==> src/rtl/sram_port_arbiter.sv <==
// -----------------------------------------------------------------------------
// sram_port_arbiter
//
// Shares a single SRAM-style port between the instruction requester (I) and
// the data requester (D). At most one access is issued per cycle; each read
// response (or write completion) is routed back to its owner through a small
// tag pipeline that matches the SRAM read latency.
//
// Arbitration: D has priority. If I keeps losing conflicts, a wait counter
// reaches MAX_WAIT and I is forced to win the next conflict.
//
// Parameters:
//   LATENCY  - cycles from sram_en to valid sram_rdata (1 or 2)
//   MAX_WAIT - consecutive lost-conflict cycles before I is forced (1..15)
//
// Optional build macro:
//   ARB_ADDR_XLATE_EN - when defined, granted addresses in kseg0/kseg1
//                       (0x8000_0000..0xBFFF_FFFF) have bits [31:29] cleared
//                       on sram_addr. Otherwise sram_addr is verbatim.
//
// Ports:
//   clk, reset              - clock, synchronous active-high reset
//   i_req/i_addr            - instruction request and address
//   i_addr_ok               - instruction request accepted this cycle
//   i_data_ok/i_rdata       - instruction read data return
//   d_req/d_wen/d_addr/d_wdata - data request (d_wen==0 means read)
//   d_addr_ok               - data request accepted this cycle
//   d_data_ok/d_rdata       - data response (read data or write completion)
//   sram_en/sram_wen/sram_addr/sram_wdata - shared SRAM port
//   sram_rdata              - SRAM read data, valid LATENCY cycles after en
// -----------------------------------------------------------------------------
module sram_port_arbiter #(
  parameter int LATENCY  = 1,
  parameter int MAX_WAIT = 4
) (
  input  logic        clk,
  input  logic        reset,
  input  logic        i_req,
  input  logic [31:0] i_addr,
  output logic        i_addr_ok,
  output logic        i_data_ok,
  output logic [31:0] i_rdata,
  input  logic        d_req,
  input  logic [3:0]  d_wen,
  input  logic [31:0] d_addr,
  input  logic [31:0] d_wdata,
  output logic        d_addr_ok,
  output logic        d_data_ok,
  output logic [31:0] d_rdata,
  output logic        sram_en,
  output logic [3:0]  sram_wen,
  output logic [31:0] sram_addr,
  output logic [31:0] sram_wdata,
  input  logic [31:0] sram_rdata
);

  localparam logic [1:0] GNT_NONE = 2'd0;
  localparam logic [1:0] GNT_I    = 2'd1;
  localparam logic [1:0] GNT_D    = 2'd2;

  localparam logic [3:0] WAIT_LIMIT = 4'(MAX_WAIT);

  logic [1:0]         grant;
  logic [3:0]         wait_cnt;
  logic [31:0]        gnt_addr;
  logic [LATENCY-1:0] tag_valid;
  logic [LATENCY-1:0] tag_is_d;

  // ---------------------------------------------------------------------------
  // Grant: purely combinational from the current requests and wait counter.
  // ---------------------------------------------------------------------------
  always_comb begin
    // NOTE: every combinational output gets a default first so no path through
    // the block leaves it unassigned, which would infer a latch.
    grant = GNT_NONE;
    if (!reset) begin
      if (d_req && !(i_req && (wait_cnt == WAIT_LIMIT))) begin
        grant = GNT_D;
      end else if (i_req) begin
        grant = GNT_I;
      end
    end
  end

  always_comb begin
    gnt_addr   = 32'h0;
    sram_wen   = 4'h0;
    sram_wdata = 32'h0;
    if (grant == GNT_D) begin
      gnt_addr   = d_addr;
      sram_wen   = d_wen;
      sram_wdata = d_wdata;
    end else if (grant == GNT_I) begin
      gnt_addr   = i_addr;
    end
  end

`ifdef ARB_ADDR_XLATE_EN
  // kseg0/kseg1 are exactly the addresses whose top two bits are 2'b10; both
  // map onto physical memory by dropping the segment bits [31:29].
  assign sram_addr = (gnt_addr[31:30] == 2'b10) ? {3'b000, gnt_addr[28:0]}
                                                : gnt_addr;
`else
  assign sram_addr = gnt_addr;
`endif

  assign sram_en   = (grant != GNT_NONE);
  assign i_addr_ok = (grant == GNT_I);
  assign d_addr_ok = (grant == GNT_D);

  // ---------------------------------------------------------------------------
  // Starvation counter: counts consecutive cycles I waits while requesting.
  // ---------------------------------------------------------------------------
  always_ff @(posedge clk) begin
    // NOTE: sequential state is always updated with non-blocking assignments so
    // every flop samples the pre-edge values regardless of statement order.
    if (reset) begin
      wait_cnt <= 4'd0;
    end else if (i_req && (grant != GNT_I)) begin
      if (wait_cnt != WAIT_LIMIT) begin
        wait_cnt <= wait_cnt + 4'd1;
      end
    end else begin
      wait_cnt <= 4'd0;
    end
  end

  // ---------------------------------------------------------------------------
  // Tag pipeline: one {valid, owner} stage per cycle of SRAM latency. The last
  // stage lines up with sram_rdata for the access issued LATENCY cycles ago.
  // ---------------------------------------------------------------------------
  always_ff @(posedge clk) begin
    // NOTE: the tag stages must be reset (unlike a data RAM) because a stale
    // valid bit would emit a spurious data_ok for an access lost to reset.
    if (reset) begin
      tag_valid <= '0;
      tag_is_d  <= '0;
    end else begin
      tag_valid[0] <= sram_en;
      tag_is_d[0]  <= (grant == GNT_D);
      for (int i = 1; i < LATENCY; i++) begin
        tag_valid[i] <= tag_valid[i-1];
        tag_is_d[i]  <= tag_is_d[i-1];
      end
    end
  end

  // Outputs are forced low while reset is held.
  assign i_data_ok = !reset && tag_valid[LATENCY-1] && !tag_is_d[LATENCY-1];
  assign d_data_ok = !reset && tag_valid[LATENCY-1] &&  tag_is_d[LATENCY-1];
  assign i_rdata   = reset ? 32'h0 : sram_rdata;
  assign d_rdata   = reset ? 32'h0 : sram_rdata;

endmodule

==> config.mk <==
export PLATFORM = sky130hd
export DESIGN_NAME = sram_port_arbiter
export DESIGN_NICKNAME = d
export VERILOG_FILES = /design/src/rtl/sram_port_arbiter.sv
export SDC_FILE = /design/constraint.sdc
export NUM_CORES = 1
export LEC_CHECK = 0
export CAP_MARGIN = 20
export CORE_AREA = 5 5 102 104
export CTS_CLUSTER_DIAMETER = 30
export DETAILED_ROUTE_END_ITERATION = 7
export DIE_AREA = 0 0 107 109
export DONT_BUFFER_PORTS = 1
export GPL_TIMING_DRIVEN = 1
export MAX_ROUTING_LAYER = met4
export PLACE_DENSITY = 0.33
export SLEW_MARGIN = 20
export SYNTH_ARGS = -nofsm -noshare
export SYNTH_HDL_FRONTEND = slang
export SYNTH_SLANG_ARGS = --single-unit
==> constraint.sdc <==
create_clock -name clk -period 2 [get_ports clk]
set_clock_uncertainty 0.2 [all_clocks]
set_input_delay 0 -clock clk [delete_from_list [all_inputs] [get_ports clk]]
set_output_delay 0 -clock clk [all_outputs]
set_load 0.1 [all_outputs]
-- Yosys cells after proc, flatten, opt, wreduce, memory -nomap -nowiden
Index checks and enable logic that the tools add are counted.
- word-level logic and storage cells: 29
- output and inout port bits: 137
- bits of input ports: 136
- bits in registers: 6
- equal/unequal tests: 5
- mux-type cells: 8
- $add $sub $neg: 1
- reduce and logical (&&, ||, !) cells: 11
- bitwise logic cells: 1
- operator list (cell ; count):
    $mux W32 ; 4
    $logic_and A1 B1 Y1 ; 6
    $add A4 B1 Y4 const B ; 1
    $eq A4 B3 Y1 const B ; 1
    $mux W2 ; 2
    $mux W4 ; 1
    $ne A4 B3 Y1 const B ; 1
    $logic_not A1 Y1 ; 3
    $eq A2 B1 Y1 const B ; 1
    $eq A2 B2 Y1 const B ; 1
    $ne A2 B1 Y1 const B ; 1
    $reduce_bool A2 Y1 ; 1
    $reduce_or A2 Y1 ; 1
    $mux W1 ; 1
    $not A1 Y1 ; 1

-- Depth between registers and ports, before layout
- depth after elaboration: 10
- gate-level depth with buffers: 6
- gate-level depth less buffers: 5

-- Least setup slack after synthesis
Ideal clock, no wire load.
- path kind: in2out
- start point: in reset
- end point: out i_data_ok
- required time: 1800 ps
- cell stages on the path: 3
- data arrival time: 2626 ps
- buffers on the path: 2
- path slack: -826 ps
- cells stage by stage: clkbuf_1 > clkbuf_1 > nor3b_1
- cells in the longest elaborated chain, start to end: 3
- ends and longest elaborated chain (element ; line ; text):
    from (decl) ; 37 ; input logic reset,
    $logic_not A1 Y1 ; 149 ; assign i_data_ok = !reset && tag_valid[LATENCY-1] && !tag_is_d[LATENCY-1];
    $logic_and A1 B1 Y1 (2 in series) ; 149 ;
    to (decl) ; 41 ; output logic i_data_ok,
No other way between the ends.

-- Worst setup path after layout
- start point: reg wait_cnt[0]
- end point: out sram_addr[6]
- cells in the longest elaborated chain, start to end: 9
- elaborated cells between the ends (all ways): 10
- classes of those cells: 3 x eq/ne; 4 x mux; 3 x reduce/logical
- ends and longest elaborated chain (element ; line ; text):
    from (decl) ; 64 ; logic [3:0] wait_cnt;
    from (signal assigned) ; 121 ; wait_cnt <= wait_cnt + 4'd1;
    $eq A4 B3 Y1 * ; 77 ; if (d_req && !(i_req && (wait_cnt == WAIT_LIMIT))) begin
    $logic_and A1 B1 Y1 * ; 77 ;
    $logic_not A1 Y1 * ; 77 ;
    $logic_and A1 B1 Y1 * ; 77 ;
    $mux W2 * ; 77 ;
    $mux W2 * ; 76 ; if (!reset) begin
    $eq A2 B1 Y1 ; 93 ; end else if (grant == GNT_I) begin
    $mux W32 ; 93 ;
    $mux W32 * ; 89 ; if (grant == GNT_D) begin
    to (decl) ; 52 ; output logic [31:0] sram_addr,
Mark *: on every way between the ends. The rest lies on a longest branch, timed or not.

==> results.tsv <==
stage	metric	value	unit
floorplanning	die area	11660	um2
power	pwr dens	597.8	nW/um2
yosys	EDFF count, synth	0	
timing	fin crit period	1.959	ns
routing	Avg WL per Cell	21.30	um
floorplanning	Die X	107	um
layout	fin nets	380	
clocking	Max Buffers Root-to-Sink	2	
placement	GPL Wtd Cong	0.7268	
grt	largest net degree at the start of global routing	38	
clocking	CTS tree	built	
floorplanning	IO Count	273	
routing	vias per inst	4.373	
power	Peak supply drop	0.2268	mV
timing	worst-margin pin slew	0.5729	ns
yosys	YS warnings	0	
critical_path	startpoint type of the worst setup path	register	
critical_path	critical path required time	1.80	ns
routing	met3 routed WL	569	um
yosys	Main synth FF type	dfxtp_1	
critical_path	R2R depth	4	
yosys	syn_area_per_cell	7.285	um2
yosys	Yosys reg bits	6	
clocking	CTS root buffer	clkbuf_8	
routing	Top Layer Used	met4	
yosys	Synth top area share	0.2137	
layout	Area Overhead vs Synth	144.2	%
critical_path	Crit. End Element	output pin	
routing	DRT iter0 DRCs	54	
grt	vias in the first global route	1567	
critical_path	crit path max fanout	8	
floorplanning	Starting Density	0.1386	
timing	Fin. Hold Viols	0	
routing	total wire length	7540	um
min_path	Worst Hold End	sram_wdata[17]	
critical_path	crit-path most repeated cell	buf_12	
timing	final worst slack	0.04098	ns
floorplanning	core area	9459	um2
placement	placed insts	338	
placement	PortBufs	0	
critical_path	CP top delay family	buffers and inverters	
yosys	top-count cell post-synth	and2_1	
grt	All-Layer GR Usage	0.1096	
yosys	FFs w/ async S/R, synth	0	
timing	fin crit share	0.9795	
clocking	clock sink count	6	
critical_path	R2R setup slack	0.38	ns
routing	DR pass1 iterations	4	
critical_path	critical path type	reg2out	
yosys	top post-synthesis cells by area	a22o_1 (21%), buf_4 (19%), and2_1 (17%)	
yosys	largest area contributor in the netlist	a22o_1	
clocking	H-Tree Depth	1	
critical_path	Slowest-stage cell, CP	dfxtp_2	
critical_path	CP Cell Sequence	inv_1 > ha_4 > nand3b_1 > a21oi_4 > buf_12 > clkbuf_16 > a22o_2 > buf_12	
layout	Inserted Diodes	0	
run_status	status	finished clean	
critical_path	CP arrival	1.76	ns
grt	antenna violations before repair	0	
grt	grt ovf	0	
placement	Detailed Place HPWL	5948	um
routing	DR WL met2	3902	um
layout	share of cells above drive strength 1	0.8708	
min_path	Hold Path Class	in2out	
critical_path	Max stage delay on crit path	0.32	ns
yosys	Mapped Cells	180	
clocking	clock transition at the registers of the reported paths	0.04	ns
placement	post-place setup slack	0.1282	ns
clocking	CTS Buf Count	3	
timing	Max Slew Vio Count	0	
layout	Layout fillers	924	
critical_path	Critical Path Start	wait_cnt[0]	
yosys	Seq/Total Area, Yosys	0.09160	
flow_run	total of max-cap violations	0	
clocking	Clk Latency, worst-skew pair	0.22	ns
layout	Layout Utilization	0.3385	
routing	vias after detailed routing	1548	
yosys	Distinct cells, synth	23	
floorplanning	num rows	36	
floorplanning	die height	109	um
yosys	Post-Synthesis Cell Area	1311	um2
yosys	syn nets	318	
critical_path	CP bufs+invs	4	
grt	first-pass GRT wire length	9618	um
critical_path	Reg2Reg Capture Point	tag_is_d	
timing	final setup fails	0	
yosys	most frequent cells after synthesis	and2_1 (36), buf_4 (34), a22o_1 (32), nor2b_1 (32), nor2_1 (8)	
timing	Slew HR	0.6212	
power	Pleak	0.001431	uW
critical_path	stages on the worst setup path	8	
critical_path	reg2reg start	wait_cnt[0]	
routing	Antenna Violating Nets Remaining	0	
timing	Max Fclk	510.5	MHz
min_path	hold depth	1	
layout	Finished Layout Cells	354	
min_path	Hold Path Origin	d_wdata[17]	
routing	metal1 wirelength	3006	um
routing	residual DRC count	0	
report_power, final:
group          switching (uW)  internal (uW)  total (uW)
Clock                    51.0            129         180
Sequential               2.50            124         127
Combinational            1190            414        1610
Total                    1250            668        1910
layer usage:
layer / vias up / GRT usage
met2: 108 / 0.1911
met5: - / -
met1: 740 / 0.1306
met3: 6 / 0.03079
met4: 0 / 0.01187
li1: 694 / -
sequential cells by signal, indices dropped and copies added, names as in the netlist:
register   count
wait_cnt       4
tag_valid      1
tag_is_d       1
cell families after synthesis:
group,Yosys count,synth area share
DFF,6,0.09161
AOI/OAI and AO/OA,36,0.2433
adders and majority gates,2,0.01908
muxes,1,0.007634
and+or+nand+nor,85,0.3922
buffers and inverters,50,0.2462
worst max path at each step:
| stage | to | slack, ns |
|---|---|---|
| floorplan | i_rdata[24] | -0.47 |
| global placement | sram_wdata[5] | 0.16 |
| detailed placement | sram_addr[21] | 0.13 |
| CTS | sram_addr[21] | 0.01 |
| global route | sram_addr[10] | -0.02 |
| finish | sram_addr[6] | 0.04 |
cell type report:
class | count | area, um2 | share of cell area
tap | 114 | 142.6 | 0.04455
clock buffer | 3 | 41.29 | 0.01290
inverter | 4 | 15.01 | 0.004689
multi-input combinational | 124 | 1318 | 0.4115
sequential | 6 | 122.6 | 0.03830
timing repair buffer | 103 | 1563 | 0.4881
stage by stage:
step	hold WS (ns)	power (uW)	instance area [um2]	TNS [ns]
5_1_grt	0.01877	1961	3202	-0.2394
2_1_floorplan	-0.07448	1387	1490	-12.98
6_report	0.01844	1914	3202	0
3_3_place_gp	-0.08975	1685	2909	0
3_5_place_dp	-0.08895	1687	2909	0
4_1_cts	0.01890	1898	3068	0
placed cells by master, fill, tap and decap left out:
cell / Yosys / final
buf_12: 0 / 53
buf_4: 34 / 38
nor2b_4: 0 / 32
and2_2: 0 / 27
a22o_2: 0 / 23
and2_4: 0 / 9
a22o_4: 0 / 9
nor2_1: 8 / 7
dlygate4sd3_1: 0 / 5
clkbuf_16: 0 / 4
dfxtp_1: 6 / 4
inv_1: 4 / 3
clkbuf_8: 0 / 3
nand2b_1: 2 / 2
buf_16: 0 / 2
dfxtp_2: 0 / 2
a41oi_4: 0 / 1
nand3b_1: 1 / 1
a21oi_4: 0 / 1
inv_2: 0 / 1
nor3b_4: 0 / 1
and3b_1: 1 / 1
nor2_2: 0 / 1
nand4b_1: 1 / 1
nand3_1: 1 / 1
mux2i_1: 1 / 1
a41oi_1: 1 / 1
nand2_1: 1 / 1
a21oi_1: 1 / 1
nor3_1: 1 / 1
ha_4: 0 / 1
ha_1: 2 / 1
buf_6: 0 / 1
repair_timing:
item / 4_1_cts / 5_1_grt
cloned: 1 / 5
endpoints found under the hold margin: 6 / 0
gates resized for setup: 4 / 3
hold buffers: 5 / 0
setup buffers: 1 / 1
endpoints found under the setup margin: 60 / 67
pin swaps: 1 / 2
Note: power is estimated with default switching activity, not from simulation.
